**src/rtl/lcd1602_row_writer.sv**
```systemverilog
// lcd1602_row_writer: powers up a 1602 HD44780 panel in 4-bit mode, then refreshes two 16-char rows forever
module lcd1602_row_writer #(
    parameter int T_PWR  = 2_000_000,
    parameter int T_INIT = 410_000,
    parameter int T_SU   = 4,
    parameter int T_EH   = 25,
    parameter int T_HOLD = 100,
    parameter int T_CMD  = 4_000,
    parameter int T_CLR  = 164_000
) (
    input  logic         clk,
    input  logic         reset,
    input  logic [127:0] row_A,
    input  logic [127:0] row_B,
    output logic         LCD_RS,
    output logic         LCD_RW,
    output logic         LCD_E,
    output logic [3:0]   LCD_D,
    output logic         init_done,
    output logic         frame_done
);
    localparam int M1 = T_PWR > T_INIT ? T_PWR : T_INIT;
    localparam int M2 = M1 > T_CLR ? M1 : T_CLR;
    localparam int M3 = M2 > T_CMD ? M2 : T_CMD;
    localparam int M4 = M3 > T_HOLD ? M3 : T_HOLD;
    localparam int M5 = M4 > T_EH ? M4 : T_EH;
    localparam int TM = M5 > T_SU ? M5 : T_SU;
    localparam int TW = $clog2(TM + 1);

    typedef enum logic [1:0] {PWR, INIT, LINE1, LINE2} state_t;
    typedef enum logic [1:0] {SU, EH, HOLD, WAIT} phase_t;

    state_t         state_q, state_d;
    phase_t         phase_q, phase_d;
    logic [TW-1:0]  timer_q, timer_d, wait_t;
    logic [4:0]     idx_q, idx_d;
    logic           lo_q, lo_d, rs_q, rs_d, e_q, e_d;
    logic [3:0]     d_q, d_d;
    logic           init_done_q, init_done_d, frame_done_q, frame_done_d;
    logic [255:0]   snap_q, snap_d;
    logic [7:0]     cur_byte, nxt_byte;
    logic           single, last;

    // Byte sent at step idx of a state: init nibbles sit in the high half, line step 0 is the DDRAM address
    function automatic logic [7:0] byte_at(input state_t st, input logic [4:0] idx, input logic [255:0] sn);
        logic [3:0] p = idx[3:0] - 4'd1;
        case (st)
            INIT:    return idx[2] ? (idx[1] ? (idx[0] ? 8'h01 : 8'h06) : (idx[0] ? 8'h0C : 8'h28))
                                   : (idx[1:0] == 2'd3 ? 8'h20 : 8'h30);
            LINE1,
            LINE2:   return idx == 5'd0 ? (st == LINE1 ? 8'h80 : 8'hC0) : sn[{st == LINE1, ~p, 3'b000} +: 8];
            default: return 8'h00;
        endcase
    endfunction

    // Nibble sequencer: SU -> EH -> HOLD per nibble, WAIT after each byte or single init nibble
    always_comb begin
        state_d      = state_q;
        phase_d      = phase_q;
        timer_d      = timer_q;
        idx_d        = idx_q;
        lo_d         = lo_q;
        rs_d         = rs_q;
        e_d          = e_q;
        d_d          = d_q;
        init_done_d  = init_done_q;
        frame_done_d = 1'b0;
        snap_d       = snap_q;
        nxt_byte     = 8'h00;
        cur_byte     = byte_at(state_q, idx_q, snap_q);
        single       = state_q == INIT && idx_q < 5'd4;
        last         = idx_q == (state_q == INIT ? 5'd7 : 5'd16);
        wait_t       = single ? (idx_q == 5'd0 ? TW'(T_INIT - 1) : TW'(T_CMD - 1))
                              : (!rs_q && cur_byte == 8'h01) ? TW'(T_CLR - 1) : TW'(T_CMD - 1);
        if (timer_q != '0) begin
            timer_d = timer_q - TW'(1);
        end else if (state_q == PWR) begin
            state_d = INIT;
            idx_d   = '0;
            lo_d    = 1'b0;
            phase_d = SU;
            timer_d = TW'(T_SU - 1);
            rs_d    = 1'b0;
            d_d     = 4'h3;
        end else begin
            case (phase_q)
                SU: begin
                    phase_d = EH;
                    e_d     = 1'b1;
                    timer_d = TW'(T_EH - 1);
                end
                EH: begin
                    phase_d = HOLD;
                    e_d     = 1'b0;
                    timer_d = TW'(T_HOLD - 1);
                end
                HOLD: begin
                    phase_d = (single || lo_q) ? WAIT : SU;
                    timer_d = (single || lo_q) ? wait_t : TW'(T_SU - 1);
                    lo_d    = !(single || lo_q) || lo_q;
                    d_d     = (single || lo_q) ? d_q : cur_byte[3:0];
                end
                default: begin
                    lo_d    = 1'b0;
                    phase_d = SU;
                    timer_d = TW'(T_SU - 1);
                    idx_d   = last ? 5'd0 : idx_q + 5'd1;
                    if (last) begin
                        state_d      = state_q == LINE1 ? LINE2 : LINE1;
                        snap_d       = state_q == LINE1 ? snap_q : {row_A, row_B};
                        init_done_d  = 1'b1;
                        frame_done_d = state_q == LINE2;
                    end
                    nxt_byte = byte_at(state_d, idx_d, snap_d);
                    rs_d     = state_d != INIT && idx_d != 5'd0;
                    d_d      = nxt_byte[7:4];
                end
            endcase
        end
    end

    // State registers; reset drops E at once and restarts from the power-up wait
    always_ff @(posedge clk or posedge reset) begin
        if (reset) begin
            state_q      <= PWR;
            phase_q      <= SU;
            timer_q      <= TW'(T_PWR - 1);
            idx_q        <= '0;
            lo_q         <= 1'b0;
            rs_q         <= 1'b0;
            e_q          <= 1'b0;
            d_q          <= 4'h0;
            init_done_q  <= 1'b0;
            frame_done_q <= 1'b0;
            snap_q       <= '0;
        end else begin
            state_q      <= state_d;
            phase_q      <= phase_d;
            timer_q      <= timer_d;
            idx_q        <= idx_d;
            lo_q         <= lo_d;
            rs_q         <= rs_d;
            e_q          <= e_d;
            d_q          <= d_d;
            init_done_q  <= init_done_d;
            frame_done_q <= frame_done_d;
            snap_q       <= snap_d;
        end
    end

    assign LCD_RS     = rs_q;
    assign LCD_RW     = 1'b0;
    assign LCD_E      = e_q;
    assign LCD_D      = d_q;
    assign init_done  = init_done_q;
    assign frame_done = frame_done_q;
endmodule

```
**config.mk**
```make
export PLATFORM = sky130hd
export DESIGN_NAME = lcd1602_row_writer
export DESIGN_NICKNAME = d
export VERILOG_FILES = /design/src/rtl/lcd1602_row_writer.sv
export SDC_FILE = /design/constraint.sdc
export NUM_CORES = 1
export LEC_CHECK = 0
export CORE_ASPECT_RATIO = 1.4
export CORE_MARGIN = 2
export CORE_UTILIZATION = 45
export DETAILED_ROUTE_END_ITERATION = 6
export PLACE_DENSITY = 0.77
export SKIP_CTS_REPAIR_TIMING = 1
export SLEW_MARGIN = 20
export SYNTH_ARGS = -nofsm -noshare
export SYNTH_HDL_FRONTEND = slang
export SYNTH_SLANG_ARGS = --single-unit
```
**constraint.sdc**
```tcl
create_clock -name clk -period 11.8 [get_ports clk]
set_clock_uncertainty 0.15 [all_clocks]
set_input_delay 2.36 -clock clk [delete_from_list [all_inputs] [get_ports clk]]
set_output_delay 2.36 -clock clk [all_outputs]
set_load 0.02 [all_outputs]
```
# Word level (Yosys, flattened, before mapping)
# Index checks and enable logic that the tools add are counted.
# W data, S select, Z words.
[totals]
ff_bits = 295
input_bits = 258
[op_classes]
magnitude_cmp = 1
add_sub_neg = 4
shifts = 2
n_reduce_logical = 24
mux = 54
n_eq_ne = 16
bitwise = 5
[op_table]
columns = ["cell", "count"]
rows = [
  ["$mux W256", 5],
  ["$shiftx A256 B9 Y8", 2],
  ["$mux W19", 4],
  ["$pmux W19 S3", 1],
  ["$mux W6", 6],
  ["$pmux W8 S2", 2],
  ["$mux W5", 6],
  ["$mux W21", 1],
  ["$reduce_bool A21 Y1", 1],
  ["$sub A21 B1 Y21 const B", 1],
  ["$mux W18", 1],
  ["$mux W2", 8],
  ["$mux W8", 2],
  ["$eq A2 B2 Y1 const B", 7],
  ["$mux W7", 2],
  ["$logic_not A5 Y1", 2],
  ["$reduce_and A3 Y1", 3],
  ["$eq A8 B1 Y1 const B", 1],
  ["$mux W1", 8],
  ["$mux W4", 2],
  ["$not A4 Y4", 2],
  ["$pmux W4 S2", 1],
  ["$sub A4 B1 Y4 const B", 2],
  ["$eq A2 B1 Y1 const B", 3],
  ["19 further kinds", 33],
]

# Longest topological paths before layout
# Gate-level depths: netlist (run 1).
[depth]
word_depth = 13
mapped_depth = 17
ltp_nobuf = 13

# Worst setup path before layout (run 1)
# Ideal clock, no wire load.
[synth_timing]
path_kind = "input to register"
from = "in row_B[111]"
to = "reg d_q[3], in the netlist LCD_D[3]"
t_required_ns = 11.516
path_slack_ns = 8.105
stages = 5
arrival_ns = 3.412
n_path_buf = 0
path_cell_list = "mux4_2 -> nor2_1 -> a31oi_1 -> a2111oi_0 -> o21ai_1"
[synth_via]
elab_chain_cells = 10
[synth_lines]
columns = ["element", "line_no", "rtl"]
rows = [
  ["start, declared", "14", "input logic [127:0] row_B,"],
  ["$mux W256", "110", "snap_d = state_q == LINE1 ? snap_q : {row_A, row_B};"],
  ["$mux W256", "108", "if (last) begin"],
  ["$mux W256", "86", "case (phase_q)"],
  ["$mux W256", "77", "end else if (state_q == PWR) begin"],
  ["$mux W256", "75", "if (timer_q != '0) begin"],
  ["$shiftx A256 B9 Y8", "51", "LINE2: return idx == 5'd0 ? (st == LINE1 ? 8'h80 : 8'hC0) : sn[{st == LINE1, ~p, 3'b000} +: 8];"],
  ["$mux W8", "51", ""],
  ["$pmux W8 S2", "47", "case (st)"],
  ["$pmux W4 S2", "86", ""],
  ["$mux W4", "77", ""],
  ["end signal, assigned", "132", "d_q <= 4'h0;"],
  ["end signal, assigned", "144", "d_q <= d_d;"],
  ["end, declared", "38", "logic [3:0] d_q, d_d;"],
]
# Every way passes these cells. The select of a mux whose other input is x is not followed.
# A chain may end at the register's enable or synchronous reset.

# Worst setup path after layout (run 1)
[layout_timing]
from = "reg idx_q[0]"
to = "reg d_q[1], in the netlist LCD_D[1]"
[layout_via]
elab_chain_cells = 11
elab_cells_between_ends = 41
[layout_lines]
columns = ["element", "line_no", "rtl"]
rows = [
  ["start, declared", "36", "logic [4:0] idx_q, idx_d;"],
  ["start signal, assigned", "140", "idx_q <= idx_d;"],
  ["parallel branches: the longest is 11 deep, another holds $add A5 B1 Y5", "-", ""],
]
# Parallel ways; which one is timed is not known. The select of a mux whose other input is x is not followed.

==> results of run 1 <==
Yosys cell counts, drive strengths merged, types with 6 or more instances:
library cell	number
nor4	35
nor2	46
xor2	7
clkbuf	82
mux2	6
and3	6
a31oi	12
xnor2	11
ha	9
buf	34
or4	9
nand4	7
nand2	854
o21ai	52
nand3	31
nor3	38
o41ai	9
o31ai	6
o211ai	7
dfstp	13
dfrtp	282
or3	16
inv	12
a21oi	41
mux2i	24
a211oi	8
mux4	49
o221ai	6
cell type report:
type,instances,area [um^2],share of cell area
Sequential cell,295,7400,0.388
Multi-Input combinational cell,1355,7300,0.383
Timing Repair Buffer,283,2820,0.148
Clock buffer,44,832,0.0436
Tap cell,445,557,0.0292
Clock inverter,10,114,0.00597
Inverter,12,52.6,0.00275
Antenna cell,1,2.50,0.000131
worst reg2reg max path, cell delays in order (launching register included):
cell and delay (ns):
sky130_fd_sc_hd__dfrtp_4 0.64, sky130_fd_sc_hd__buf_4 0.62, sky130_fd_sc_hd__nand3_1 0.42, sky130_fd_sc_hd__nor3_2 0.57, sky130_fd_sc_hd__nand2b_1 0.35, sky130_fd_sc_hd__nor2_1 0.10, sky130_fd_sc_hd__ha_1 0.88, sky130_fd_sc_hd__inv_1 0.42
sky130_fd_sc_hd__or2_2 0.39, sky130_fd_sc_hd__a2111oi_0 0.49, sky130_fd_sc_hd__nor4_1 0.10, sky130_fd_sc_hd__a21oi_1 0.18
per-stage QoR:
stage | cell area (um^2) | hold WS, ns | power (uW) | worst slack (ns)
after floorplan | 15200 | 0.283 | 1050 | 1.16
after global placement | 18100 | 0.294 | 1150 | 6.63
after detailed placement | 18100 | 0.301 | 1150 | 6.44
after CTS | 19000 | 0.315 | 2080 | 6.41
after global routing | 19100 | 0.329 | 2120 | 5.95
final | 19100 | 0.311 | 2060 | 6.42
report_power, final:
| part | switching, uW | leakage [uW] | internal (uW) | total [uW] |
|---|---|---|---|---|
| combinational | 40.4 | 0.00475 | 76.5 | 117 |
| sequential | 0 | 0.00273 | 1010 | 1010 |
| clock | 406 | 0.000450 | 530 | 936 |
| total | 446 | 0.00792 | 1620 | 2060 |
routing by layer:
metal  part of all wire  up-vias
li1                   -     6357
met1               0.39     6769
met2               0.49      597
met3              0.064      142
met4              0.057        0
met5                  0        -
cell families (layout without fill, tap and decap cells):
| kind of cell | Yosys count | in the layout | share of synthesized area |
|---|---|---|---|
| other cells | 1 | 2 | 0.000246 |
| simple gates | 1068 | 1068 | 0.289 |
| fa+ha+maj | 9 | 9 | 0.00740 |
| xor+xnor | 18 | 18 | 0.0104 |
| mux | 79 | 79 | 0.0928 |
| flops | 295 | 295 | 0.486 |
| compound gates | 180 | 180 | 0.0776 |
| buf+inv | 128 | 349 | 0.0359 |
placed cells by master (no fill, tap or decap), types with 11 or more instances in the layout:
cell type and instances:
sky130_fd_sc_hd__nand2_1 853, sky130_fd_sc_hd__dfrtp_1 281, sky130_fd_sc_hd__clkdlybuf4s50_1 265, sky130_fd_sc_hd__o21ai_0 49, sky130_fd_sc_hd__mux4_2 49, sky130_fd_sc_hd__nor2_1 45
sky130_fd_sc_hd__a21oi_1 41, sky130_fd_sc_hd__nor3_1 36, sky130_fd_sc_hd__nor4_1 34, sky130_fd_sc_hd__nand3_1 31, sky130_fd_sc_hd__clkbuf_16 29, sky130_fd_sc_hd__mux2i_1 24
sky130_fd_sc_hd__or3_1 15, sky130_fd_sc_hd__buf_4 14, sky130_fd_sc_hd__dfstp_2 13, sky130_fd_sc_hd__a31oi_1 11
worst max-delay path by stage:
stage | start | end | slack (ns) | cells past startpoint
6_report | idx_q[0]$_DFFE_PP0P_ | LCD_D[1]$_DFFE_PP0P_ | 6.42 | 11
5_1_grt | idx_q[0]$_DFFE_PP0P_ | LCD_D[1]$_DFFE_PP0P_ | 5.95 | 11
2_1_floorplan | reset | LCD_D[0]$_DFFE_PP0P_ | 1.16 | 1
3_5_place_dp | idx_q[0]$_DFFE_PP0P_ | LCD_D[1]$_DFFE_PP0P_ | 6.44 | 11
3_3_place_gp | idx_q[0]$_DFFE_PP0P_ | LCD_D[2]$_DFFE_PP0P_ | 6.63 | 12
4_1_cts | idx_q[0]$_DFFE_PP0P_ | LCD_D[1]$_DFFE_PP0P_ | 6.41 | 11
==> reports/qor.json, run 1 <==
{
  "hold_viol": {"value": 0},
  "seq_area_frac_synth": {"value": 0.486},
  "ctsHtreeMaxLevel": {"value": 1},
  "number_of_antenna_violations_at_the_first_check_in_global_routing": {"value": 1},
  "rsz0062_at_grt": {"value": "false"},
  "cts_sinks": {"value": 295},
  "final-instance-count-excl-fill": {"value": 2445},
  "groute.usage.overall": {"value": 0.276},
  "fp.coreArea": {"value": 33300, "unit": "um^2"},
  "crit_path_cell_trace": {"value": "buf_4 > nand3_1 > nor3_2 > nand2b_1 > nor2_1 > ha_1 > inv_1 > or2_2 > a2111oi_0 > nor4_1 > a21oi_1"},
  "syn-cell-area": {"value": 15200, "unit": "um^2"},
  "number_of_max_slew_violations_in_the_final_report": {"value": 0},
  "critPathMaxStageDelay": {"value": 0.88, "unit": "ns"},
  "synth_top_area_frac": {"value": 0.464},
  "timing.hold.worst_path_depth": {"value": 2},
  "ys_warn_count": {"value": 0},
  "worst_setup_hold_path_clk_slew": {"value": 0.07, "unit": "ns"},
  "netlist_instances": {"value": 1778},
  "worstReg2RegStart": {"value": "idx_q[0]$_DFFE_PP0P_"},
  "globalRouteMet3Util": {"value": 0.0297},
  "busiest_layer": {"value": "met2"},
  "die_footprint": {"value": 35300, "unit": "um^2"},
  "fin_setup_tns": {"value": 0, "unit": "ns"},
  "path_buf_inv": {"value": 2},
  "nNetsFinal": {"value": 2243},
  "final.min_clock_period": {"value": 5.38, "unit": "ns"},
  "detail_route.drc_violations": {"value": 0},
  "post-route-period-util": {"value": 0.456},
  "worstHoldPathType": {"value": "flop to flop"},
  "regToRegEndpoint": {"value": "LCD_D[1]$_DFFE_PP0P_"},
  "grt.met2_usage": {"value": 0.468},
  "utilization": {"value": 0.573},
  "fp-row-count": {"value": 79},
  "rr_worst_depth": {"value": 11},
  "max_slew.worst_pin.slew": {"value": 1.09, "unit": "ns"},
  "cp-end-kind": {"value": "flop"},
  "totalWireLength": {"value": 49000, "unit": "um"},
  "dp_hpwl": {"value": 35400, "unit": "um"},
  "syn_to_final_growth": {"value": 25.4, "unit": "%"},
  "place.detailed.instances": {"value": 2389},
  "start_util": {"value": 0.457},
  "ios": {"value": 267},
  "drt-wirelength-per-cell": {"value": 20.0, "unit": "um"},
  "max_freq": {"value": 0.186, "unit": "GHz"},
  "clock_tree.buffer_depth": {"value": 3},
  "grt_util_met1": {"value": 0.353},
  "r2r_setup_slack": {"value": 6.42, "unit": "ns"},
  "die_w": {"value": 159, "unit": "um"},
  "postSynthNetCount": {"value": 2045},
  "synth-edff-count": {"value": 0},
  "yosysUniqueCellTypes": {"value": 69},
  "worst_skew_late_latency": {"value": 0.57, "unit": "ns"},
  "port_buffers": {"value": 265},
  "run_status": {"value": "complete, no violations"},
  "cpLargestDelayFamily": {"value": "simple AND/OR/NAND/NOR gates"},
  "grt_pass1_wl": {"value": 76700, "unit": "um"},
  "num-fill-cells": {"value": 2956},
  "worst_ir_drop_vdd": {"value": 0.0000987, "unit": "V"},
  "die_y_extent": {"value": 222, "unit": "um"},
  "max_slew_headroom": {"value": 0.274},
  "crit_fanout": {"value": 38},
  "finalSetupViolations": {"value": 0},
  "drt-initial-drc-count": {"value": 1324},
  "synth_flop_cell": {"value": "sky130_fd_sc_hd__dfrtp_1"},
  "drtAntennaViolNets": {"value": 0},
  "cell_with_the_largest_stage_delay_on_the_worst_path": {"value": "sky130_fd_sc_hd__ha_1"},
  "synth.largest_area_cell": {"value": "sky130_fd_sc_hd__dfrtp_1"},
  "detail_route.first_pass.iterations": {"value": 5},
  "worstPathArrival": {"value": 5.73, "unit": "ns"},
  "ys_seq_elements": {"value": 295},
  "cts_root_cell": {"value": "sky130_fd_sc_hd__clkbuf_16"},
  "static-leakage-power": {"value": 0.00792, "unit": "uW"},
  "grt_start_max_net_pins": {"value": 122},
  "pwr_density_cell": {"value": 108, "unit": "nW/um^2"},
  "numCtsBuffers": {"value": 29},
  "worst_ep_required_time": {"value": 12.15, "unit": "ns"},
  "viasPerCell": {"value": 5.67},
  "dr_total_vias": {"value": 13865},
  "setup.worst_path.class": {"value": "flop to flop"},
  "grt_pass1_vias": {"value": 13635},
  "syn_avg_cell_area": {"value": 8.56, "unit": "um^2"},
  "tritoncts": {"value": "built"},
  "worstSetupStartpointType": {"value": "flop"},
  "overflow": {"value": 0},
  "drive_above_1_share": {"value": 0.0760},
  "drv_cap": {"value": 0},
  "place.gp.congestion": {"value": 0.941},
  "synth_async_sr_flop_share": {"value": 1.00},
  "netlist_top_cells_area": {"value": "sky130_fd_sc_hd__dfrtp_1 46%, sky130_fd_sc_hd__nand2_1 21%, sky130_fd_sc_hd__mux4_2 7.3%"}
}
Power figures use the tool's default switching activity.
==> run 2: changes to the inputs <==
==> constraint.sdc (replaced) <==
create_clock -name clk -period 5.04 [get_ports clk]
set_clock_uncertainty 0.15 [all_clocks]
set_input_delay 1.008 -clock clk [delete_from_list [all_inputs] [get_ports clk]]
set_output_delay 1.008 -clock clk [all_outputs]
set_load 0.02 [all_outputs]
==> run 2 against run 1 <==
  * Via count rose by 0.94%
  * Routed wire length is 7.5% higher
  * Non-clock buffer count up 12
  * Global-route usage up 2.1 points
  * Combinational power grew 130%
  * Hold slack better by 0.0025 ns
  * Largest power group unchanged
  * Sequential cell count is the same
  * Setup slack lost 5.6 ns
  * Critical endpoint unchanged
  * Core utilization up 0.38 points
  * Count of clock-buffer cells in the layout fell by 4
  * Sequential share of layout area down 0.26 points
==> reports/qor.json, run 2 (synthesized netlist as in run 1, its figures left out) <==
{
  "run_status": {"value": "complete, no violations"},
  "viasPerCell": {"value": 5.70},
  "start_util": {"value": 0.457},
  "path_depth": {"value": 12},
  "share_of_power_burned_in_the_clock_network": {"value": 0.452},
  "drt-wirelength-per-cell": {"value": 21.5, "unit": "um"},
  "num-fill-cells": {"value": 2975},
  "static-leakage-power": {"value": 0.00802, "unit": "uW"},
  "most-common-layout-cells": {"value": "853 x sky130_fd_sc_hd__nand2_1, 281 x sky130_fd_sc_hd__dfrtp_1, 265 x sky130_fd_sc_hd__clkdlybuf4s50_1"},
  "drt-initial-drc-count": {"value": 1304},
  "pwr_density_cell": {"value": 251, "unit": "nW/um^2"},
  "utilization": {"value": 0.577},
  "post-route-period-util": {"value": 0.847},
  "detail_route.drc_violations": {"value": 0},
  "crit_path_cell_trace": {"value": "buf_4 > ha_1 > inv_1 > ha_1 > a211o_1 > a21oi_1 > or3_1 > nand2_1 > a2111oi_0 > a2111oi_0 > nor4_1 > a21oi_1"},
  "tritoncts": {"value": "built"},
  "timing.hold.worst_path_depth": {"value": 2},
  "cpLargestDelayFamily": {"value": "compound AO/OA/AOI/OAI gates"},
  "numCtsBuffers": {"value": 29},
  "number_of_antenna_violations_at_the_first_check_in_global_routing": {"value": 0},
  "fin_total_pwr": {"value": 4820, "unit": "uW"},
  "rr_worst_depth": {"value": 12},
  "finalSetupViolations": {"value": 0},
  "r2r_setup_slack": {"value": 0.77, "unit": "ns"},
  "worstPathArrival": {"value": 4.55, "unit": "ns"},
  "port_buffers": {"value": 265},
  "worst_ep_required_time": {"value": 5.32, "unit": "ns"},
  "power.net_switching": {"value": 1050, "unit": "uW"},
  "worstSetupStartpointType": {"value": "flop"},
  "place.gp.congestion": {"value": 0.971},
  "cts_root_cell": {"value": "sky130_fd_sc_hd__clkbuf_16"},
  "max_freq": {"value": 0.234, "unit": "GHz"},
  "comb_power_share": {"value": 0.057},
  "setup.worst_path.class": {"value": "flop to flop"},
  "grt_pass1_vias": {"value": 14166},
  "crit_fanout": {"value": 27},
  "critPathMaxStageDelay": {"value": 0.54, "unit": "ns"},
  "groute.usage.overall": {"value": 0.297},
  "overflow": {"value": 0},
  "drv_cap": {"value": 0},
  "regToRegEndpoint": {"value": "LCD_D[1]$_DFFE_PP0P_"},
  "dp_hpwl": {"value": 39400, "unit": "um"},
  "cell_with_the_largest_stage_delay_on_the_worst_path": {"value": "sky130_fd_sc_hd__dfrtp_4"},
  "clock_tree.buffer_depth": {"value": 3},
  "worst_skew_late_latency": {"value": 0.57, "unit": "ns"},
  "totalWireLength": {"value": 52700, "unit": "um"},
  "syn_to_final_growth": {"value": 26.3, "unit": "%"},
  "cts_sinks": {"value": 295},
  "die_footprint": {"value": 35300, "unit": "um^2"},
  "drive_above_1_share": {"value": 0.0841},
  "rsz0062_at_grt": {"value": "false"},
  "max_slew.worst_pin.slew": {"value": 1.13, "unit": "ns"},
  "cp-end-kind": {"value": "flop"},
  "nNetsFinal": {"value": 2255},
  "hold_viol": {"value": 0},
  "ios": {"value": 267},
  "path_buf_inv": {"value": 2},
  "worst_ir_drop_vdd": {"value": 0.000191, "unit": "V"},
  "worstReg2RegStart": {"value": "idx_q[0]$_DFFE_PP0P_"},
  "power_frac_seq": {"value": 0.491},
  "grt_start_max_net_pins": {"value": 152},
  "fin_setup_tns": {"value": 0, "unit": "ns"},
  "power.switching_fraction": {"value": 0.217},
  "worstHoldPathType": {"value": "flop to flop"},
  "worst_setup_hold_path_clk_slew": {"value": 0.07, "unit": "ns"},
  "die_w": {"value": 159, "unit": "um"},
  "ctsHtreeMaxLevel": {"value": 1},
  "number_of_max_slew_violations_in_the_final_report": {"value": 0},
  "die_y_extent": {"value": 222, "unit": "um"},
  "dr_total_vias": {"value": 13996},
  "place.detailed.instances": {"value": 2402},
  "final.min_clock_period": {"value": 4.27, "unit": "ns"},
  "max_slew_headroom": {"value": 0.245},
  "mostFrequentLayoutCell": {"value": "sky130_fd_sc_hd__nand2_1"},
  "fp.coreArea": {"value": 33300, "unit": "um^2"},
  "fp-row-count": {"value": 79},
  "detail_route.first_pass.iterations": {"value": 5},
  "drtAntennaViolNets": {"value": 0},
  "final-instance-count-excl-fill": {"value": 2455},
  "cell_internal_pwr": {"value": 3770, "unit": "uW"},
  "grt_pass1_wl": {"value": 81300, "unit": "um"}
}
==> run 2: changes by cell type in the layout (fill, tap and decap cells not counted), moves of 3 or more <==
| cell | before | now |
|---|---|---|
| sky130_fd_sc_hd__buf_12 | 0 | 6 |
| sky130_fd_sc_hd__buf_6 | 3 | 0 |
| sky130_fd_sc_hd__buf_4 | 14 | 24 |
| sky130_fd_sc_hd__clkinv_2 | 3 | 8 |
| sky130_fd_sc_hd__clkinvlp_4 | 4 | 1 |
| sky130_fd_sc_hd__clkbuf_1 | 10 | 3 |
| sky130_fd_sc_hd__clkbuf_8 | 5 | 8 |
==> run 2: stage by stage <==
step	hold WS, ns	area [um^2]	setup slack, ns
floorplan	0.283	15200	-0.0245
finish	0.314	19200	0.772
CTS	0.315	19200	0.801
global placement	0.295	18300	0.852
global route	0.332	19200	0.472
detailed placement	0.302	18300	0.816
==> run 2: layer usage <==
metal,vias to the layer above,share of wire,routed length (um),track usage
met2,603,0.50,26200,0.515
met5,-,0,0,0
met1,6843,0.39,20300,0.363
li1,6389,-,-,-
met4,0,0.059,3120,0.154
met3,161,0.057,3010,0.0382
==> run 2: final cells by class <==
| type | instances | area, um^2 | area share |
|---|---|---|---|
| flip-flops and latches | 295 | 7400 | 0.385 |
| inverters | 12 | 48.8 | 0.00254 |
| clock inverters | 12 | 96.3 | 0.00502 |
| multi-input cells | 1355 | 7300 | 0.380 |
| clock buffers | 40 | 847 | 0.0441 |
| well taps | 445 | 557 | 0.0290 |
| diodes | 1 | 2.50 | 0.000130 |
| repair buffers | 295 | 2950 | 0.154 |
==> run 2: worst max path at each step <==
| stage | startpoint | endpoint | slack [ns] |
|---|---|---|---|
| 2_1_floorplan | reset | LCD_D[0]$_DFFE_PP0P_ | -0.02 |
| 3_3_place_gp | idx_q[0]$_DFFE_PP0P_ | LCD_D[1]$_DFFE_PP0P_ | 0.85 |
| 3_5_place_dp | idx_q[0]$_DFFE_PP0P_ | LCD_D[1]$_DFFE_PP0P_ | 0.82 |
| 4_1_cts | idx_q[0]$_DFFE_PP0P_ | LCD_D[1]$_DFFE_PP0P_ | 0.80 |
| 5_1_grt | idx_q[0]$_DFFE_PP0P_ | LCD_D[2]$_DFFE_PP0P_ | 0.47 |
| 6_report | idx_q[0]$_DFFE_PP0P_ | LCD_D[1]$_DFFE_PP0P_ | 0.77 |
==> run 2: tightest hold or removal path, stage by stage (launching register included) <==
cell,delay [ns]
sky130_fd_sc_hd__dfrtp_1,0.34
sky130_fd_sc_hd__nand2_1,0.05
sky130_fd_sc_hd__nand2_1,0.05
==> run 2: power groups by stage <==
stage	Sequential [uW]	Combinational, uW	Clock, uW
after floorplan	2410	39.6	0
after global placement	2410	274	0
after detailed placement	2410	275	0
after CTS	2370	277	2200
after global routing	2370	293	2290
final	2370	274	2180
